File: src/rtl/regfile_sb_if.sv
// Decode/writeback/debug bundle for regfile_sb: read, write, reservation and scan signals.
// The master side (pipeline or bench) drives addresses and data; the slave side is the register file.
interface regfile_sb_if #(
  parameter int XLEN = 32,
  parameter int AW   = 5
);
  logic [AW-1:0]   A1;
  logic [AW-1:0]   A2;
  logic [AW-1:0]   A3;
  logic [XLEN-1:0] WD3;
  logic            WE3;
  logic [XLEN-1:0] RD1;
  logic [XLEN-1:0] RD2;
  logic            IE;
  logic [AW-1:0]   IA;
  logic            BUSY1;
  logic            BUSY2;
  logic            DBG_START;
  logic            DBG_VALID;
  logic [AW-1:0]   DBG_IDX;
  logic [XLEN-1:0] DBG_DATA;
  logic            DBG_DONE;

  modport master (
    output A1, A2, A3, WD3, WE3, IE, IA, DBG_START,
    input  RD1, RD2, BUSY1, BUSY2, DBG_VALID, DBG_IDX, DBG_DATA, DBG_DONE
  );

  modport slave (
    input  A1, A2, A3, WD3, WE3, IE, IA, DBG_START,
    output RD1, RD2, BUSY1, BUSY2, DBG_VALID, DBG_IDX, DBG_DATA, DBG_DONE
  );
endinterface

File: src/rtl/regfile_sb.sv
// 2-read/1-write register file with per-register busy scoreboard, optional write-to-read
// bypass and a sequential debug dump of every architectural register.
module regfile_sb #(
  parameter int XLEN   = 32,
  parameter int NREG   = 32,
  parameter int AW     = 5,
  parameter int BYPASS = 1
) (
  input  logic         CLK,
  input  logic         RST_N,
  regfile_sb_if.slave  bus
);

  localparam int DEPTH = 1 << AW;
  localparam logic [AW-1:0] LAST_IDX = AW'(NREG - 1);

  typedef enum logic [1:0] {IDLE, SCAN, DONE} scan_state_t;

  // Full 2**AW address space is decoded; x0 and unimplemented slots are tied to zero.
  logic [XLEN-1:0] reg_val [DEPTH];
  logic [DEPTH-1:0] busy_val;

  generate
    for (genvar gi = 0; gi < DEPTH; gi++) begin : g_reg
      if (gi == 0 || gi >= NREG) begin : g_const
        assign reg_val[gi]  = '0;
        assign busy_val[gi] = 1'b0;
      end else begin : g_live
        logic [XLEN-1:0] q_reg;
        logic            busy_reg;
        logic            wr_hit;
        logic            rsv_hit;

        assign wr_hit  = bus.WE3 && (bus.A3 == AW'(gi));
        assign rsv_hit = bus.IE && (bus.IA == AW'(gi));

        // A reservation in the same cycle as a writeback is newer, so it wins.
        always_ff @(posedge CLK or negedge RST_N) begin
          if (!RST_N) begin
            q_reg    <= '0;
            busy_reg <= 1'b0;
          end else begin
            if (wr_hit) q_reg <= bus.WD3;
            if (rsv_hit)     busy_reg <= 1'b1;
            else if (wr_hit) busy_reg <= 1'b0;
          end
        end

        assign reg_val[gi]  = q_reg;
        assign busy_val[gi] = busy_reg;
      end
    end
  endgenerate

  logic wr_live;
  logic byp1;
  logic byp2;

  assign wr_live = bus.WE3 && (bus.A3 != '0) && (32'(bus.A3) < 32'(NREG));
  assign byp1    = (BYPASS != 0) && wr_live && (bus.A3 == bus.A1);
  assign byp2    = (BYPASS != 0) && wr_live && (bus.A3 == bus.A2);

  assign bus.RD1   = byp1 ? bus.WD3 : reg_val[bus.A1];
  assign bus.RD2   = byp2 ? bus.WD3 : reg_val[bus.A2];
  assign bus.BUSY1 = byp1 ? 1'b0 : busy_val[bus.A1];
  assign bus.BUSY2 = byp2 ? 1'b0 : busy_val[bus.A2];

  scan_state_t     state_reg, state_next;
  logic [AW-1:0]   idx_reg, idx_next;
  logic            dbg_valid;
  logic            dbg_done;

  always_ff @(posedge CLK or negedge RST_N) begin
    if (!RST_N) begin
      state_reg <= IDLE;
      idx_reg   <= '0;
    end else begin
      state_reg <= state_next;
      idx_reg   <= idx_next;
    end
  end

  always_comb begin
    state_next = state_reg;
    idx_next   = idx_reg;
    dbg_valid  = 1'b0;
    dbg_done   = 1'b0;
    case (state_reg)
      IDLE: begin
        if (bus.DBG_START) begin
          state_next = SCAN;
          idx_next   = '0;
        end
      end
      SCAN: begin
        dbg_valid = 1'b1;
        if (idx_reg == LAST_IDX) state_next = DONE;
        else                     idx_next   = idx_reg + 1'b1;
      end
      DONE: begin
        dbg_done   = 1'b1;
        state_next = IDLE;
      end
      default: state_next = IDLE;
    endcase
  end

  // Dump shows committed content only; a same-cycle write to idx is not forwarded.
  assign bus.DBG_VALID = dbg_valid;
  assign bus.DBG_DONE  = dbg_done;
  assign bus.DBG_IDX   = idx_reg;
  assign bus.DBG_DATA  = dbg_valid ? reg_val[idx_reg] : '0;

endmodule
File: src/flat_wrapper.sv
// flat-port wrapper written by rule: the top's interface ports become plain ports
module regfile_sb_flat 
#(
  parameter int XLEN   = 32,
  parameter int NREG   = 32,
  parameter int AW     = 5,
  parameter int BYPASS = 1
)
  (CLK, RST_N, bus_A1, bus_A2, bus_A3, bus_WD3, bus_WE3, bus_IE, bus_IA, bus_DBG_START, bus_RD1, bus_RD2, bus_BUSY1, bus_BUSY2, bus_DBG_VALID, bus_DBG_IDX, bus_DBG_DATA, bus_DBG_DONE);
  regfile_sb_if #(.XLEN(XLEN), .AW(AW)) bus_i ();
  input  logic CLK;
  input  logic RST_N;
  input wire logic [$bits(bus_i.A1)-1:0] bus_A1;
  input wire logic [$bits(bus_i.A2)-1:0] bus_A2;
  input wire logic [$bits(bus_i.A3)-1:0] bus_A3;
  input wire logic [$bits(bus_i.WD3)-1:0] bus_WD3;
  input wire logic [$bits(bus_i.WE3)-1:0] bus_WE3;
  input wire logic [$bits(bus_i.IE)-1:0] bus_IE;
  input wire logic [$bits(bus_i.IA)-1:0] bus_IA;
  input wire logic [$bits(bus_i.DBG_START)-1:0] bus_DBG_START;
  output wire logic [$bits(bus_i.RD1)-1:0] bus_RD1;
  output wire logic [$bits(bus_i.RD2)-1:0] bus_RD2;
  output wire logic [$bits(bus_i.BUSY1)-1:0] bus_BUSY1;
  output wire logic [$bits(bus_i.BUSY2)-1:0] bus_BUSY2;
  output wire logic [$bits(bus_i.DBG_VALID)-1:0] bus_DBG_VALID;
  output wire logic [$bits(bus_i.DBG_IDX)-1:0] bus_DBG_IDX;
  output wire logic [$bits(bus_i.DBG_DATA)-1:0] bus_DBG_DATA;
  output wire logic [$bits(bus_i.DBG_DONE)-1:0] bus_DBG_DONE;
  assign bus_i.A1 = bus_A1;
  assign bus_i.A2 = bus_A2;
  assign bus_i.A3 = bus_A3;
  assign bus_i.WD3 = bus_WD3;
  assign bus_i.WE3 = bus_WE3;
  assign bus_i.IE = bus_IE;
  assign bus_i.IA = bus_IA;
  assign bus_i.DBG_START = bus_DBG_START;
  assign bus_RD1 = bus_i.RD1;
  assign bus_RD2 = bus_i.RD2;
  assign bus_BUSY1 = bus_i.BUSY1;
  assign bus_BUSY2 = bus_i.BUSY2;
  assign bus_DBG_VALID = bus_i.DBG_VALID;
  assign bus_DBG_IDX = bus_i.DBG_IDX;
  assign bus_DBG_DATA = bus_i.DBG_DATA;
  assign bus_DBG_DONE = bus_i.DBG_DONE;
  regfile_sb #(.XLEN(XLEN), .NREG(NREG), .AW(AW), .BYPASS(BYPASS)) u_core (.CLK(CLK), .RST_N(RST_N), .bus(bus_i));
endmodule
File: config.mk
export PLATFORM = sky130hd
export DESIGN_NAME = regfile_sb_flat
export DESIGN_NICKNAME = d
export VERILOG_FILES = /design/src/rtl/regfile_sb_if.sv /design/src/rtl/regfile_sb.sv /design/src/flat_wrapper.sv
export SDC_FILE = /design/constraint.sdc
export NUM_CORES = 2
export LEC_CHECK = 0
export BUFFER_PORTS_ARGS = -buffer_cell sky130_fd_sc_hd__buf_4
export CAP_MARGIN = 20
export CORE_MARGIN = 1
export CORE_UTILIZATION = 55
export CTS_CLUSTER_SIZE = 20
export DETAILED_ROUTE_END_ITERATION = 8
export GPL_TIMING_DRIVEN = 0
export PLACE_DENSITY = 0.72
export REMOVE_ABC_BUFFERS = 1
export SYNTH_ARGS = -nofsm -noshare
export SYNTH_HDL_FRONTEND = slang
export SYNTH_SLANG_ARGS = --single-unit
export TNS_END_PERCENT = 100
File: constraint.sdc
create_clock -name CLK -period 4.7 [get_ports CLK]
set_input_delay 0.235 -clock CLK [delete_from_list [all_inputs] [get_ports CLK]]
set_output_delay 0.235 -clock CLK [all_outputs]
set_load 0.05 [all_outputs]
# Word-level counts from Yosys, hierarchy flattened
# Index checks and enable logic that the tools add are counted.
classes:
  n_addsub: 1
  multipliers: 0
  div_mod_pow: 0
  n_lt_le_gt_ge: 5
  eq_ne: 70
  shift: 0
  n_mux: 88
  bitwise_logic: 3
  reduce_logical: 101
op_table:
  columns: ["operator", "n"]
  rows:
  - ["binary-select mux 32 bit (select 5 bit)", 3]
  - ["two-way mux 32 bit", 9]
  - ["equality test 5 bit (second input constant)", 33]
  - ["equality test 5 x 4 -> 1 bit (second input constant)", 16]
  - ["two-way mux 1 bit", 68]
  - ["logical AND 1 bit", 65]
  - ["nonzero test 2 bit", 32]
  - ["equality test 5 x 3 -> 1 bit (second input constant)", 8]
  - ["equality test 5 x 2 -> 1 bit (second input constant)", 4]
  - ["greater-or-equal comparator 6 bit (second input constant)", 3]
  - ["inverter 5 -> 6 bit", 3]
  - ["less-than comparator 5 x 6 -> 1 bit (second input constant)", 2]
  - ["binary-select mux 1 bit (select 5 bit)", 2]
  - ["equality test 5 x 1 -> 1 bit (second input constant)", 2]
  - ["equality test 5 bit", 2]
  - ["two-way mux 5 bit", 2]
  - ["case mux 5 bit (2 select lines)", 1]
  - ["adder 5 x 1 -> 5 bit (second input constant)", 1]
  - ["nonzero test 5 bit", 1]
  - ["two-way mux 2 bit", 2]
  - ["!= test 2 bit (second input constant)", 2]
  - ["case mux 2 bit (2 select lines)", 1]
  - ["AND reduction 3 bit", 1]
  - ["equality test 2 x 1 -> 1 bit (second input constant)", 1]
  - ["4 further kinds", 4]
totals:
  regBits: 1030
  latchBits: 0
  mem_bits_rw: 0
  romBits: 0
  inputBits: 57
  out_inout_bits: 105
  elab_cells: 332
  memories: 0

# Logic depth before layout (Yosys ltp)
depth:
  word_depth: 5
  depth_mapped: 10
  ltp_nobuf: 8

# Least setup slack after synthesis
# No wires, ideal clock.
synth_timing:
  path_type: "reg-to-output"
  start: "register u_core.idx_reg[1], in the netlist u_core.bus.DBG_IDX[1]"
  end: "output port bus_DBG_DATA[25]"
  arrival_time_ps: 2737
  required_time_ps: 4465
  path_slack_ps: 1728
  stages_incl_launch_ff: 8
  path_buffers: 3
  cell_sequence: "dfrtp_1 buf_2 buf_1 clkbuf_1 mux4_2 mux4_2 nand2_1 o21ai_1"
synth_via:
  elab_chain_len: 5
synth_lines:
  columns: ["item", "line_no", "text"]
  rows:
  - ["start: declaration", "regfile_sb.sv:69", "logic [AW-1:0] idx_reg, idx_next;"]
  - ["start signal: assignment", "regfile_sb.sv:79", "idx_reg <= idx_next;"]
  - ["inverter 5 -> 6 bit (implied by the code)", "regfile_sb.sv:112", "assign bus.DBG_DATA = dbg_valid ? reg_val[idx_reg] : '0;"]
  - ["binary-select mux 32 bit (select 5 bit)", "regfile_sb.sv:112", null]
  - ["two-way mux 32 bit (implied by the code) (2 in series)", "regfile_sb.sv:112", null]
  - ["two-way mux 32 bit", "regfile_sb.sv:112", null]
  - ["end: declaration", "flat_wrapper.sv:27", "output wire logic [$bits(bus_i.DBG_DATA)-1:0] bus_DBG_DATA;"]
# Every way passes these cells. The select of a mux whose other input is x is not followed.

# Worst setup path after layout
layout_timing:
  start: "register u_core.idx_reg[0], in the netlist u_core.bus.DBG_IDX[0]"
  end: "output port bus_DBG_DATA[8]"
# Same word-level chain as after synthesis.

==> results.toml <==
[outcome]
status = "complete, no violations"

[sta]
maxSlewViolCount = 0
finalClockSkew_ns = 0.000607
max_freq_ghz = 0.227
setup_viol = 0
worst_slack_ns = 0.290
hold_violations = 0
finalCriticalPeriod_ns = 4.41
finalCritPeriodShare = 0.938
slew_headroom = 0.267
tightest_slew_ns = 1.09
rsz0062_at_grt = "no"

[synth]
synth_top_area_share = 0.406
syn_avg_cell_area_sq_um = 14.2
synth_most_common_cell = "mux2_2"
syn_inst = 4461
synth_cell_types = 58
ys.flop_type = "dfrtp_1"
syn-cell-area_sq_um = 63500
ys_top_cells_by_count = "mux2_2, dfrtp_1, mux4_2"
yosys_warnings = 0
synth_area_leaders = "dfrtp_1, mux4_2, mux2_2"
synth_edf_count = 0
ys_seq_elements = 1030
async_flop_share = 1.00
yosysSeqAreaShare = 0.406
yosysTopAreaCell = "dfrtp_1"

[worst_setup_path]
startpoint_type = "register"
worst-endpoint-required_ns = 4.47
endpoint_kind = "primary output"
crit_top_cell = "buf_16"
crit_slowest_cell = "dfrtp_4"
crit_type = "reg -> out"
worstPathBufferInverterCount = 5
arrival_ns = 4.18
crit_path_max_fanout = 39
critPathTopFamily = "buffers and inverters"
cp_cell_sequence = "buf_16 > buf_16 > buf_16 > mux4_2 > mux4_2 > inv_1 > o21ai_1 > buf_4"
crit_path_max_incr_delay_ns = 0.83

[global_route]
grt_max_degree = 165
antenna_found_initial = 2
overflow = 0
grt_pass1_vias = 45532
grt_pass1_wl_mm = 303
grt_util_all_layers = 0.351

[place]
hpwl_mm = 122
gp_congestion = 0.827
place_ws_ns = 0.666
port-buffer-count = 161

[route]
via_count = 44469
ant_nets = 0
remaining_drc_errors = 0
avgRoutedWirePerCell_um = 34.1
routed_wirelength_mm = 203
dr.first_iter.drc_count = 5234
first_pass_iters = 6
vias_per_cell = 7.48

[finish]
seq_area_sq_um = 25800
fillers = 8445
utilization = 0.619
largest_reg_flops = 992
multi_input_area_sq_um = 35600
fin_nets = 4402
area.growth.synth_to_final_pct = 11.5
drive_above_1_share = 0.524

[worst_hold_path]
hold_class = "in -> reg"

[pwr]
ir_drop_v = 0.000559
p_leak_nw = 29.7
power-per-cell-area_nw_per_um2 = 503

[clock_network]
clk_pin_slew_ns = 0.06
cts_root_buf = "clkbuf_16"
numClockSinks = 1030
clock_path_buffers = 3
cts_tree = "done"
htreeDepth = 3
cts_inserted_buffers = 112
insertion_delay_ns = 0.69

[flow_run]
drv_cap = 0

[floorplanning]
initial_core_util = 0.556
die-area_sq_um = 117000
io_pins = 162
rows = 124
fp.dieW_um = 342
die_h_um = 342
core-area_sq_um = 114000
stage by stage:
step / instances / TNS (ns) / power [mW] / hold slack, ns / cell area [sq um]
floorplan: 3948 / -377.72 / 21.5 / -0.0606 / 61200
global placement: 5621 / - / 23.8 / 0.440 / 64300
detailed placement: 5723 / 0 / 26.4 / 0.226 / 66900
CTS: 5946 / 0 / 35.5 / 0.0121 / 70800
global route: 5948 / 0 / 36.9 / 0.0681 / 70800
finish: 5949 / 0 / 35.6 / 0.0431 / 70800
repair_timing:
action	CTS	global route
resized for setup	0	0
setup buffers	0	1
endpoints found under the hold margin	229	0
hold buffers	17	0
endpoints found under the setup margin	0	1
cells in the final DEF, fill, tap and decap left out, drive strengths merged, types with 8 or more instances in the layout:
cell	n
nor2	56
a221oi	123
o311ai	27
o211a	27
clkinv	23
mux2i	126
or3	31
o21ai	160
clkbuf	171
nand2b	15
buf	264
dfrtp	1030
o22ai	98
nor2b	18
nand3	11
nand2	198
a22o	48
bufinv	8
mux2	1139
dlygate4sd3	17
mux4	683
o221ai	36
inv	45
layout make-up:
cell class,count,share of cell area
antenna,2,0.0000707
multi-input combinational,2875,0.502
inverter,43,0.00235
clock buffer,171,0.0475
tap,1512,0.0267
sequential,1030,0.364
timing repair buffer,281,0.0514
clock inverter,35,0.00569
final timing paths:
kind,slack [ns],startpoint,to,depth (start not counted)
setup / recovery,0.29,u_core.bus.DBG_IDX[0],bus_DBG_DATA[8],8
hold / removal,0.04,bus_WD3[13],u_core.g_reg[24].g_live.q_reg[13],2
setup reg to reg,2.10,u_core.bus.DBG_IDX[3],u_core.bus.DBG_IDX[3],8
hold reg to reg,0.53,u_core.g_reg[6].g_live.q_reg[6],u_core.g_reg[6].g_live.q_reg[6],2
max in group asynchronous,1.95,RST_N,u_core.g_reg[12].g_live.q_reg[23],6
min in group asynchronous,0.06,RST_N,u_core.g_reg[29].g_live.q_reg[9],2
cells by family after synthesis:
group / after synthesis / synth area share
AOI/OAI and AO/OA: 552 / 0.0630
xor gates and xnor gates: 11 / 0.00152
adders and majority gates: 2 / 0.000394
buffers and inverters: 556 / 0.0394
DFF: 1030 / 0.406
muxes: 1948 / 0.464
and+or+nand+nor: 362 / 0.0260
where the power goes:
part / internal [mW] / switching [mW] / total [mW]
clock: 5.34 / 3.77 / 9.11
combinational: 7.16 / 6.74 / 13.9
sequential: 10.6 / 1.98 / 12.6
total: 23.1 / 12.5 / 35.6
layer usage:
metal | part of all wire | global-route usage | vias to the layer above
met1 | 0.37 | 0.467 | 23411
met2 | 0.47 | 0.547 | 2834
met4 | 0.060 | 0.189 | 2
met5 | 0.000059 | 0 | -
met3 | 0.098 | 0.0707 | 743
li1 | - | - | 17479
Power figures use the tool's default switching activity.
